===== src/rtl/seq_multiplier_param.sv =====
// Radix-2 shift-add WIDTH x WIDTH multiplier, signed/unsigned per op; SATURATE_EN clamps Z on overflow.
// Latency: out_valid rises WIDTH edges after accept; one result per WIDTH+1 cycles.
// Backpressure: result held while out_ready=0; in_ready low in BUSY and in DONE until out_ready.
module seq_multiplier_param #(
  parameter int WIDTH = 8
) (
  input  logic               clk,
  input  logic               reset,
  input  logic               in_valid,
  output logic               in_ready,
  input  logic [WIDTH-1:0]   X,
  input  logic [WIDTH-1:0]   Y,
  input  logic               is_signed,
  output logic               out_valid,
  input  logic               out_ready,
  output logic [WIDTH-1:0]   Z,
  output logic [2*WIDTH-1:0] P,
  output logic               overflow
);

  localparam int CW = $clog2(WIDTH + 1);

  typedef enum logic [1:0] {IDLE, BUSY, DONE} state_t;

  typedef struct packed {
    logic [WIDTH-1:0] mcand;
    logic [WIDTH-1:0] mplier;
    logic             neg;
    logic             sgn_mode;
  } op_t;

  state_t             state_q, state_d;
  op_t                op_q;
  logic [2*WIDTH-1:0] acc_q;
  logic [CW-1:0]      cnt_q;
  logic               accept;
  logic               last_step;
  logic [WIDTH-1:0]   x_mag, y_mag;
  logic [WIDTH:0]     sum;

  // Next-state and handshake
  always_comb begin
    state_d   = state_q;
    in_ready  = (state_q == IDLE) || ((state_q == DONE) && out_ready);
    accept    = in_valid && in_ready;
    last_step = (cnt_q == CW'(WIDTH - 1));
    case (state_q)
      IDLE:    if (accept) state_d = BUSY;
      BUSY:    if (last_step) state_d = DONE;
      DONE:    if (out_ready) state_d = in_valid ? BUSY : IDLE;
      default: state_d = IDLE;
    endcase
  end

  always_ff @(posedge clk) begin
    if (reset) state_q <= IDLE;
    else       state_q <= state_d;
  end

  // A most-negative operand negates to itself, which is already its correct unsigned magnitude.
  always_comb begin
    x_mag = (is_signed && X[WIDTH-1]) ? -X : X;
    y_mag = (is_signed && Y[WIDTH-1]) ? -Y : Y;
    sum   = {1'b0, acc_q[2*WIDTH-1:WIDTH]} + (op_q.mplier[0] ? {1'b0, op_q.mcand} : '0);
  end

  always_ff @(posedge clk) begin
    if (reset) begin
      op_q  <= '0;
      acc_q <= '0;
      cnt_q <= '0;
    end else if (accept) begin
      op_q.mcand    <= x_mag;
      op_q.mplier   <= y_mag;
      op_q.neg      <= is_signed && (X[WIDTH-1] ^ Y[WIDTH-1]);
      op_q.sgn_mode <= is_signed;
      acc_q         <= '0;
      cnt_q         <= '0;
    end else if (state_q == BUSY) begin
      acc_q       <= {sum, acc_q[WIDTH-1:1]};
      op_q.mplier <= op_q.mplier >> 1;
      cnt_q       <= cnt_q + 1'b1;
    end
  end

  assign out_valid = (state_q == DONE);

  // Sign is applied to the finished magnitude; a zero magnitude negates to zero.
  always_comb begin
    P = op_q.neg ? -acc_q : acc_q;
    if (op_q.sgn_mode)
      overflow = (|P[2*WIDTH-1:WIDTH-1]) && !(&P[2*WIDTH-1:WIDTH-1]);
    else
      overflow = |P[2*WIDTH-1:WIDTH];
`ifdef SATURATE_EN
    if (overflow) begin
      if (!op_q.sgn_mode) Z = '1;
      else if (op_q.neg)  Z = {1'b1, {(WIDTH-1){1'b0}}};
      else                Z = {1'b0, {(WIDTH-1){1'b1}}};
    end else begin
      Z = P[WIDTH-1:0];
    end
`else
    Z = P[WIDTH-1:0];
`endif
  end

endmodule


===== config.mk =====
export PLATFORM = sky130hd
export DESIGN_NAME = seq_multiplier_param
export DESIGN_NICKNAME = d
export VERILOG_FILES = /design/src/rtl/seq_multiplier_param.sv
export SDC_FILE = /design/constraint.sdc
export NUM_CORES = 1
export LEC_CHECK = 0
export ABC_AREA = 0
export BUFFER_PORTS_ARGS = -buffer_cell sky130_fd_sc_hd__buf_4
export CAP_MARGIN = 20
export CORE_ASPECT_RATIO = 0.6
export CORE_MARGIN = 4
export CORE_UTILIZATION = 50
export DETAILED_ROUTE_END_ITERATION = 10
export PLACE_DENSITY = 0.76
export SYNTH_ARGS = -nofsm -noshare
export SYNTH_HDL_FRONTEND = slang
export SYNTH_SLANG_ARGS = --single-unit

===== constraint.sdc =====
create_clock -name clk -period 2.14 [get_ports clk]
set_input_delay 0.214 -clock clk [delete_from_list [all_inputs] [get_ports clk]]
set_output_delay 0.214 -clock clk [all_outputs]
set_load 0.02 [all_outputs]

## Yosys cells after proc, flatten, opt, wreduce, memory -nomap -nowiden

Index checks and enable logic that the tools add are counted.

- Reduce and logical (&&, ||, !) cells: 15
- Eq/ne operators: 6
- Mux-type cells: 12
- Bitwise gates (word level): 1
- Add/subtract/negate cells: 5

Operators with widths:

| operator | number |
|---|---|
| $mux 8 | 5 |
| $mux 16 | 1 |
| $neg 16->16 | 1 |
| $neg 8->8 | 2 |
| $add 8x8->9 | 1 |
| $reduce_and 9->1 | 1 |
| $reduce_or 9->1 | 1 |
| $reduce_or 8->1 | 1 |
| $logic_and 1x1->1 | 6 |
| $mux 2 | 3 |
| $pmux 2 s3 | 1 |
| $add 4x1->4 const B | 1 |
| $eq 4x3->1 const B | 1 |
| $ne 2x2->1 const B | 2 |
| $reduce_and 3->1 | 1 |
| $eq 2x1->1 const B | 1 |
| $eq 2x2->1 const B | 1 |
| $logic_not 2->1 | 1 |
| $mux 1 | 2 |
| $ne 2x1->1 const B | 1 |
| $reduce_bool 2->1 | 1 |
| $reduce_or 2->1 | 1 |
| $logic_not 1->1 | 1 |
| $logic_or 1x1->1 | 1 |
| $xor 1x1->1 | 1 |

- Output and inout port bits: 27
- Flip-flop bits (word level): 40
- Bits of input ports: 21
- Logic and storage cells: 46

## Logic depth before layout (Yosys ltp)

Gate-level depths: netlist (run 1).

- Depth in word-level cells: 6
- Mapped depth: 9
- Gate-level depth less buffers: 9

## Least setup slack after synthesis (run 1)

OpenSTA, ideal clock, no wires.

- Kind: register -> output
- Start: reg acc_q[2]
- End: out overflow
- Required time: 1926 ps
- Arrival: 2509 ps
- Stages on the path, launching flop included: 9
- Buffers on the path: 2
- Setup slack: -583 ps
- Path through: dfxtp_1 -> buf_6 -> or4_4 -> buf_6 -> or4b_4 -> o21ai_2 -> xnor2_1 -> nor4_1 -> a31oi_1

- Cells in the longest elaborated chain, start to end: 6

Ends and longest elaborated chain:

| element | RTL line | source |
|---|---|---|
| start, declared | 34 | `logic [2*WIDTH-1:0] acc_q;` |
| start signal, assigned | 80 | `acc_q <= {sum, acc_q[WIDTH-1:1]};` |
| $neg 16->16 * | 90 | `P = op_q.neg ? -acc_q : acc_q;` |
| $mux 16 * | 90 |  |
| via P[14] | 17 | `output logic [2*WIDTH-1:0] P,` |
| $reduce_and 9->1 | 92 | `overflow = (\|P[2*WIDTH-1:WIDTH-1]) && !(&P[2*WIDTH-1:WIDTH-1]);` |
| $logic_not 1->1 | 92 |  |
| $logic_and 1x1->1 | 92 |  |
| $mux 1 * | 91 | `if (op_q.sgn_mode)` |
| end, declared | 18 | `output logic overflow` |

Mark *: on every way through the listed nets, which the timed path passes. The rest lies on a longest branch.

## Worst setup path after layout (run 1)

- Start: reg acc_q[2]
- End: out overflow

- Cells in the longest elaborated chain, start to end: 6

Ends and longest elaborated chain:

| element | RTL line |
|---|---|
| $neg 16->16 * | 90 |
| $mux 16 * | 90 |
| $reduce_and 9->1 | 92 |
| $logic_not 1->1 | 92 |
| $logic_and 1x1->1 | 92 |
| $mux 1 * | 91 |

Every way passes the cells marked *; elsewhere a longest branch is shown, timed or not.

==> metrics.md, run 1 <==
| Metric | Value |
|---|---|
| Status | complete, but fails checks |
| Failing checks | setup timing |
| MaxCap Viol Count | 0 |
| Yosys top cell area share | 0.300 |
| Core area | around 0.0051 mm^2 |
| Avg Cell Area, Syn | ~7.6 um^2 |
| IO buf count | 47 |
| Synthesized instance count | approximately 350 |
| CP cell instances | or4_4 > buf_4 > o31ai_4 > xor2_1 > o2111ai_1 > nor4_4 > a31oi_4 > buf_6 |
| Pre-CTS WS | -392 ps |
| CTS Buf Count | 5 |
| Routed WL | 7370 um |
| Layout cells sized above 1 | 0.329 |
| Unrepaired setup endpoints after global routing | true |
| Met3 Use GR | 0.0441 |
| Worst slew pin tran | a little over 700 ps |
| Via count | 2781 |
| Routed len/inst | ~15 um |
| All-Layer GR Usage | 0.220 |
| Vias in the first global route | 2493 |
| Critical-path maximum fanout | 5 |
| Area Overhead vs Synth | 35.9% |
| Clock Tree Buf Depth | 2 |
| Final WS setup | -610 ps |
| N_diodes | 0 |
| Root buf cell | clkbuf_8 |
| Fmax | approximately 360 MHz |
| Post-synth top flop | dfxtp_1 |
| Max_slew headroom | 0.529 |
| Post-synthesis register bit count | 40 |
| Type of the tightest min-delay check | in -> reg |
| Required time of the critical path | 1930 ps |
| First drt pass iteration count | 5 |
| Met1 Use GR | 0.323 |
| Boundary Pins | 48 |
| Vias per std cell | around 5.7 |
| EDFF count, synth | 0 |
| Syn. warnings | 0 |
| Initial antenna violation count | 0 |
| GR Util met2 | 0.330 |
| Setup CP Type | reg -> out |
| GRT overflow | 0 |
| Die area | ~0.0066 mm^2 |
| Worst path max stage delay | roughly 600 ps |
| Clock Skews | 14.4 ps |
| Die width | 102 um |
| Synth async-reset ratio | 0 |
| Residual DRC | 0 |
| Num rows | 20 |
| Number of nets in the final layout | between 400 and 500 |
| Total power draw | between 1.5 and 2 mW |
| Worst Path Arrival | roughly 2500 ps |
| Tcrit/Tclk final | 1.29 |
| CTS tree | built |
| Top cell type by total area after synthesis | dfxtp_1 |
| Setup Viol. Count Final | 9 |
| Tmin final | about 2800 ps |
| Critical Path End Type | output port |
| First-pass GRT wire length | around 12000 um |
| Peak VDD IR | 0.000327 V |
| Die height | 64.6 um |
| Post-DP HPWL | around 5200 um |
| CTS sink cnt | 40 |
| Post-synthesis cell area | 0.00267 mm^2 |
| H-tree Lvls | 2 |
| Starting Density | 0.524 |
| Seq/Total Area, Yosys | 0.300 |
| DRT iter0 DRCs | 206 |
| Top Usage Layer GRT | met2 |
| Largest net degree at the start of global routing | 30 |
| Antenna-violating nets left | 0 |
| Mapped Nets | ~390 |
| Synth top area cells | dfxtp_1 (30%), nand2_1 (8.6%), ha_1 (5.6%), a21oi_1 (5.4%), xnor2_1 (4.9%) |
| Clock transition at path regs | 70 ps |
| Synth cell types | 47 |
| Lkg Pwr | 1.66 nW |
| CP max-delay cell | or4_4 |
| Slew Limit Fails | 0 |
| Final hold vios | 0 |
| GPL Wtd Cong | ~0.84 |
| Cell area power density | about 460 mW/mm^2 |
| Clk_lat worst skew | ~300 ps |
| Worst setup SP type | register |
## layer usage
| metal | vias up | part of all wire |
|---|---|---|
| met4 | 0 | 0.0053 |
| met3 | 7 | 0.083 |
| met1 | 1305 | 0.46 |
| met5 | - | 0 |
| li1 | 1350 | - |
| met2 | 119 | 0.45 |
## registers in the layout (all words and copies together) (netlist names)
signal   count
acc_q       16
cnt_q        4
state_q      2
op_q        18
## cell usage after synthesis (all sizes together) (2+ instances only)
library cell,n
or2,5
a311oi,10
xnor2,15
nor4,5
mux2i,2
buf,13
ha,12
or4,3
o211ai,2
o31ai,4
or3,2
xor2,14
nand2,61
nor3,11
and3,2
inv,18
nor2b,4
nand3,10
nor2,28
o41ai,3
nand2b,2
and2,8
a31oi,3
clkbuf,16
o21ai,6
nand3b,2
a21oi,29
dfxtp,40
a211oi,7
a21o,4
a41o,2
## layout make-up
| type | count | area [um^2] |
|---|---|---|
| Multi-Input combinational cell | 266 | 1860 |
| Fill cell | 399 | 1470 |
| Sequential cell | 40 | 806 |
| Timing Repair Buffer | 92 | 721 |
| Clock buffer | 7 | 96.3 |
| Tap cell | 66 | 82.6 |
| Inverter | 18 | 67.6 |
## worst paths after layout
kind / from / endpoint / slack [ps] / cells past startpoint
hold / removal: X[0] / op_q[10] / 200 / 3
setup / recovery: acc_q[2] / overflow / -610 / 8
hold reg to reg: op_q[0] / op_q[0] / 470 / 2
setup reg to reg: acc_q[8] / acc_q[15] / 130 / 9
## cell usage in the layout (no fill, tap or decap), drive strengths merged, types with 4 or more instances in the layout
| cell type | count |
|---|---|
| a21o | 4 |
| a211oi | 7 |
| clkbuf | 7 |
| or2 | 5 |
| a21oi | 29 |
| nand3 | 10 |
| dfxtp | 40 |
| nor4 | 5 |
| nor3 | 11 |
| o31ai | 4 |
| nor2 | 28 |
| nor2b | 4 |
| and2 | 8 |
| ha | 12 |
| buf | 92 |
| nand2 | 61 |
| o21ai | 6 |
| inv | 18 |
| xnor2 | 15 |
| a311oi | 10 |
| xor2 | 14 |
## where the power goes
part	switching [mW]	leakage (nW)	internal (mW)	total, mW
clock	0.259	0.0503	0.287	0.546
combinational	0.184	1.28	0.141	0.326
sequential	0.0212	0.328	0.777	0.799
## critical path, delay by kind of cell (launching register included)
kind	cells	cell delay [ps]
compound gates	3	480
buf+inv	2	320
xor+xnor	1	240
simple gates	2	900
flops	1	320
## cell families (layout without fill, tap and decap cells)
logic type               after synthesis  after routing  share of synthesized area
buffers and inverters                 47            117                     0.0847
AO/OA/AOI/OAI                         74             74                      0.186
multiplexers                           2              2                    0.00749
adder cells (fa/ha/maj)               13             13                     0.0637
XOR/XNOR                              29             29                     0.0950
AND/OR/NAND/NOR                      148            148                      0.264
flip-flops                            40             40                      0.300
## stage by stage
step	instances	TNS (ps)	utilization	area, um^2	hold WS, ps
after global routing	489	-3430	0.712	3630	217
after detailed placement	477	-710	0.645	3290	455
after CTS	487	-2390	0.691	3530	199
after floorplan	353	-410	-	2710	350
after global placement	477	-505	0.645	3290	442
final	489	-2480	0.712	3630	203
## what timing repair did
| item | in CTS | in global routing |
|---|---|---|
| gates cloned | 0 | 0 |
| endpoints found under the hold margin | 0 | 0 |
| resized for setup | 28 | 16 |
| setup endpoints to repair | 12 | 16 |
| buffers inserted | 4 | 2 |
| pin swaps | 8 | 7 |
| hold buffers | 0 | 0 |
Power figures use the tool's default switching activity.
==> inputs of run 2 (changes only) <==
--- a/config.mk
+++ b/config.mk
@@ -13,6 +13,7 @@
 export CORE_UTILIZATION = 50
 export DETAILED_ROUTE_END_ITERATION = 10
 export PLACE_DENSITY = 0.76
+export SKIP_CTS_REPAIR_TIMING = 1
 export SYNTH_ARGS = -nofsm -noshare
 export SYNTH_HDL_FRONTEND = slang
 export SYNTH_SLANG_ARGS = --single-unit
==> constraint.sdc (replaced) <==
create_clock -name clk -period 2.14 [get_ports clk]
set_input_delay 0.214 -clock clk [delete_from_list [all_inputs] [get_ports clk]]
set_output_delay 0.214 -clock clk [all_outputs]
set_load 0.1 [all_outputs]
==> metrics.md, run 2 (synthesis gave the netlist of run 1 again) <==
| Metric | Value |
|---|---|
| Status | complete, but fails checks |
| Failing checks | setup timing |
| Residual DRC | 0 |
| Fmax | around 340 MHz |
| Die area | about 0.0066 mm^2 |
| Required time of the critical path | 1930 ps |
| Clk_lat worst skew | approximately 300 ps |
| Combinational share of power | 0.209 |
| Worst setup SP type | register |
| Clock Skews | ~7.1 ps |
| N_diodes | 0 |
| MaxCap Viol Count | 0 |
| CTS Buf Count | 5 |
| Antenna-violating nets left | 0 |
| Final WS setup | -836 ps |
| Initial antenna violation count | 0 |
| Type of the tightest min-delay check | in -> reg |
| Worst Path Arrival | approximately 2800 ps |
| Biggest regs | op_q x18, acc_q x16, cnt_q x4 |
| Root buf cell | clkbuf_8 |
| Power Internal | roughly 1.3 mW |
| Starting Density | 0.524 |
| Worst path max stage delay | between 500 and 600 ps |
| Largest Register | op_q |
| GRT overflow | 0 |
| Core area | about 0.005 mm^2 |
| Most frequent cells in the layout | buf_4 (71), nand2_1 (60), dfxtp_1 (34), nor2_1 (28), a21oi_1 (26) |
| Tcrit/Tclk final | 1.39 |
| Final hold vios | 0 |
| Most common cell after layout, fill and taps aside | buf_4 |
| Post-DP HPWL | 5460 um |
| CTS sink cnt | 40 |
| GPL Wtd Cong | a little over 0.9 |
| Tmin final | 2980 ps |
| Critical Path End Type | output port |
| Area Overhead vs Synth | 49.8% |
| Pre-CTS WS | -570 ps |
| WHS | around 180 ps |
| Worst slew pin tran | about 760 ps |
| Unrepaired setup endpoints after global routing | true |
| Setup CP Type | reg -> out |
| Clock share of power | 0.370 |
| Vias in the first global route | between 2k and 3k |
| Switching power | approximately 0.56 mW |
| Cell area power density | around 470 mW/mm^2 |
| Layout cells sized above 1 | 0.371 |
| Routed WL | roughly 8400 um |
| Clock transition at path regs | around 80 ps |
| Max_slew headroom | 0.494 |
| CP cell instances | or4_4 > buf_6 > o41ai_4 > xor2_1 > nand2_1 > nor4_2 > buf_4 > a31oi_4 > buf_12 |
| Critical-path maximum fanout | 2 |
| Peak VDD IR | approximately 0.00030 V |
| Die height | roughly 65 um |
| Setup Viol. Count Final | 15 |
| Via count | roughly 2.9k |
| Total power draw | around 1.9 mW |
| Reg2reg start | op_q[2] |
| Clock Tree Buf Depth | 2 |
| Seq pwr share | 0.421 |
| Largest net degree at the start of global routing | 30 |
| CTS tree | built |
| Routed len/inst | 16.9 um |
| Slew Limit Fails | 0 |
| IO buf count | between 40 and 50 |
| First-pass GRT wire length | 12100 um |
| Hold wc startpoint | X[0] |
| CP max-delay cell | or4_4 |
| Boundary Pins | 48 |
| First drt pass iteration count | 8 |
| Vias per std cell | between 5 and 6 |
| Num rows | 20 |
| Lkg Pwr | 1.76 nW |
| Switching Share | 0.293 |
| DRT iter0 DRCs | 227 |
| All-Layer GR Usage | 0.227 |
| Number of nets in the final layout | ~460 |
| H-tree Lvls | 2 |
| CP Launch Point | acc_q[10] |
| Max FFs per register | 18 |
| Die width | 102 um |
==> run 2: changes by cell type in the layout (fill, tap and decap cells not counted), moves of 5 or more <==
cell and delta:
buf_4 -13, buf_6 +5, buf_12 +12, xnor2_1 -5
xnor2_4 +6
==> run 2: power by group through the flow <==
| stage | logic [mW] | registers [mW] | clock network [mW] |
|---|---|---|---|
| final | 0.396 | 0.799 | 0.702 |
| after global routing | 0.428 | 0.803 | 0.727 |
| after CTS | 0.351 | 0.799 | 0.698 |
| after detailed placement | 0.349 | 0.817 | 0 |
| after global placement | 0.343 | 0.814 | 0 |
| after floorplan | 0.235 | 0.811 | 0 |
==> run 2: final timing paths <==
| check | endpoint | slack [ps] | cells after the start |
|---|---|---|---|
| max | overflow | -840 | 9 |
| max reg2reg | acc_q[15] | 100 | 9 |
| min | op_q[10] | 180 | 3 |
| min reg2reg | op_q[10] | 460 | 2 |
==> run 2: cell type report <==
| cell class | instances | area (um^2) |
|---|---|---|
| multi-input combinational | 266 | 1990 |
| fill | 354 | 1100 |
| timing repair buffer | 96 | 920 |
| sequential | 40 | 813 |
| clock buffer | 7 | 96.3 |
| tap | 66 | 82.6 |
| inverter | 18 | 70.1 |
| clock inverter | 1 | 30.0 |
==> run 2: worst max-delay path, delay by kind of cell, from the launching register on <==
family,cells,cell delay [ps]
buffers and inverters,3,490
and+or+nand+nor,3,940
xor gates and xnor gates,1,310
DFF,1,320
AOI/OAI and AO/OA,2,400
==> run 2: stage by stage <==
| step | cells | utilization | TNS [ps] | instance area, um^2 |
|---|---|---|---|---|
| after floorplan | 353 | - | -3630 | 2870 |
| after global placement | 481 | 0.676 | -1180 | 3450 |
| after detailed placement | 481 | 0.676 | -1330 | 3450 |
| after CTS | 489 | 0.701 | -5510 | 3580 |
| after global routing | 494 | 0.784 | -4610 | 4000 |
| final | 494 | 0.784 | -3700 | 4000 |
==> run 2: routing by layer <==
metal	vias to the layer above	track usage	routed length, um
met4	0	0.0426	188
li1	1368	-	-
met1	1341	0.335	3660
met2	132	0.350	3820
met3	27	0.0376	691
met5	-	0	0
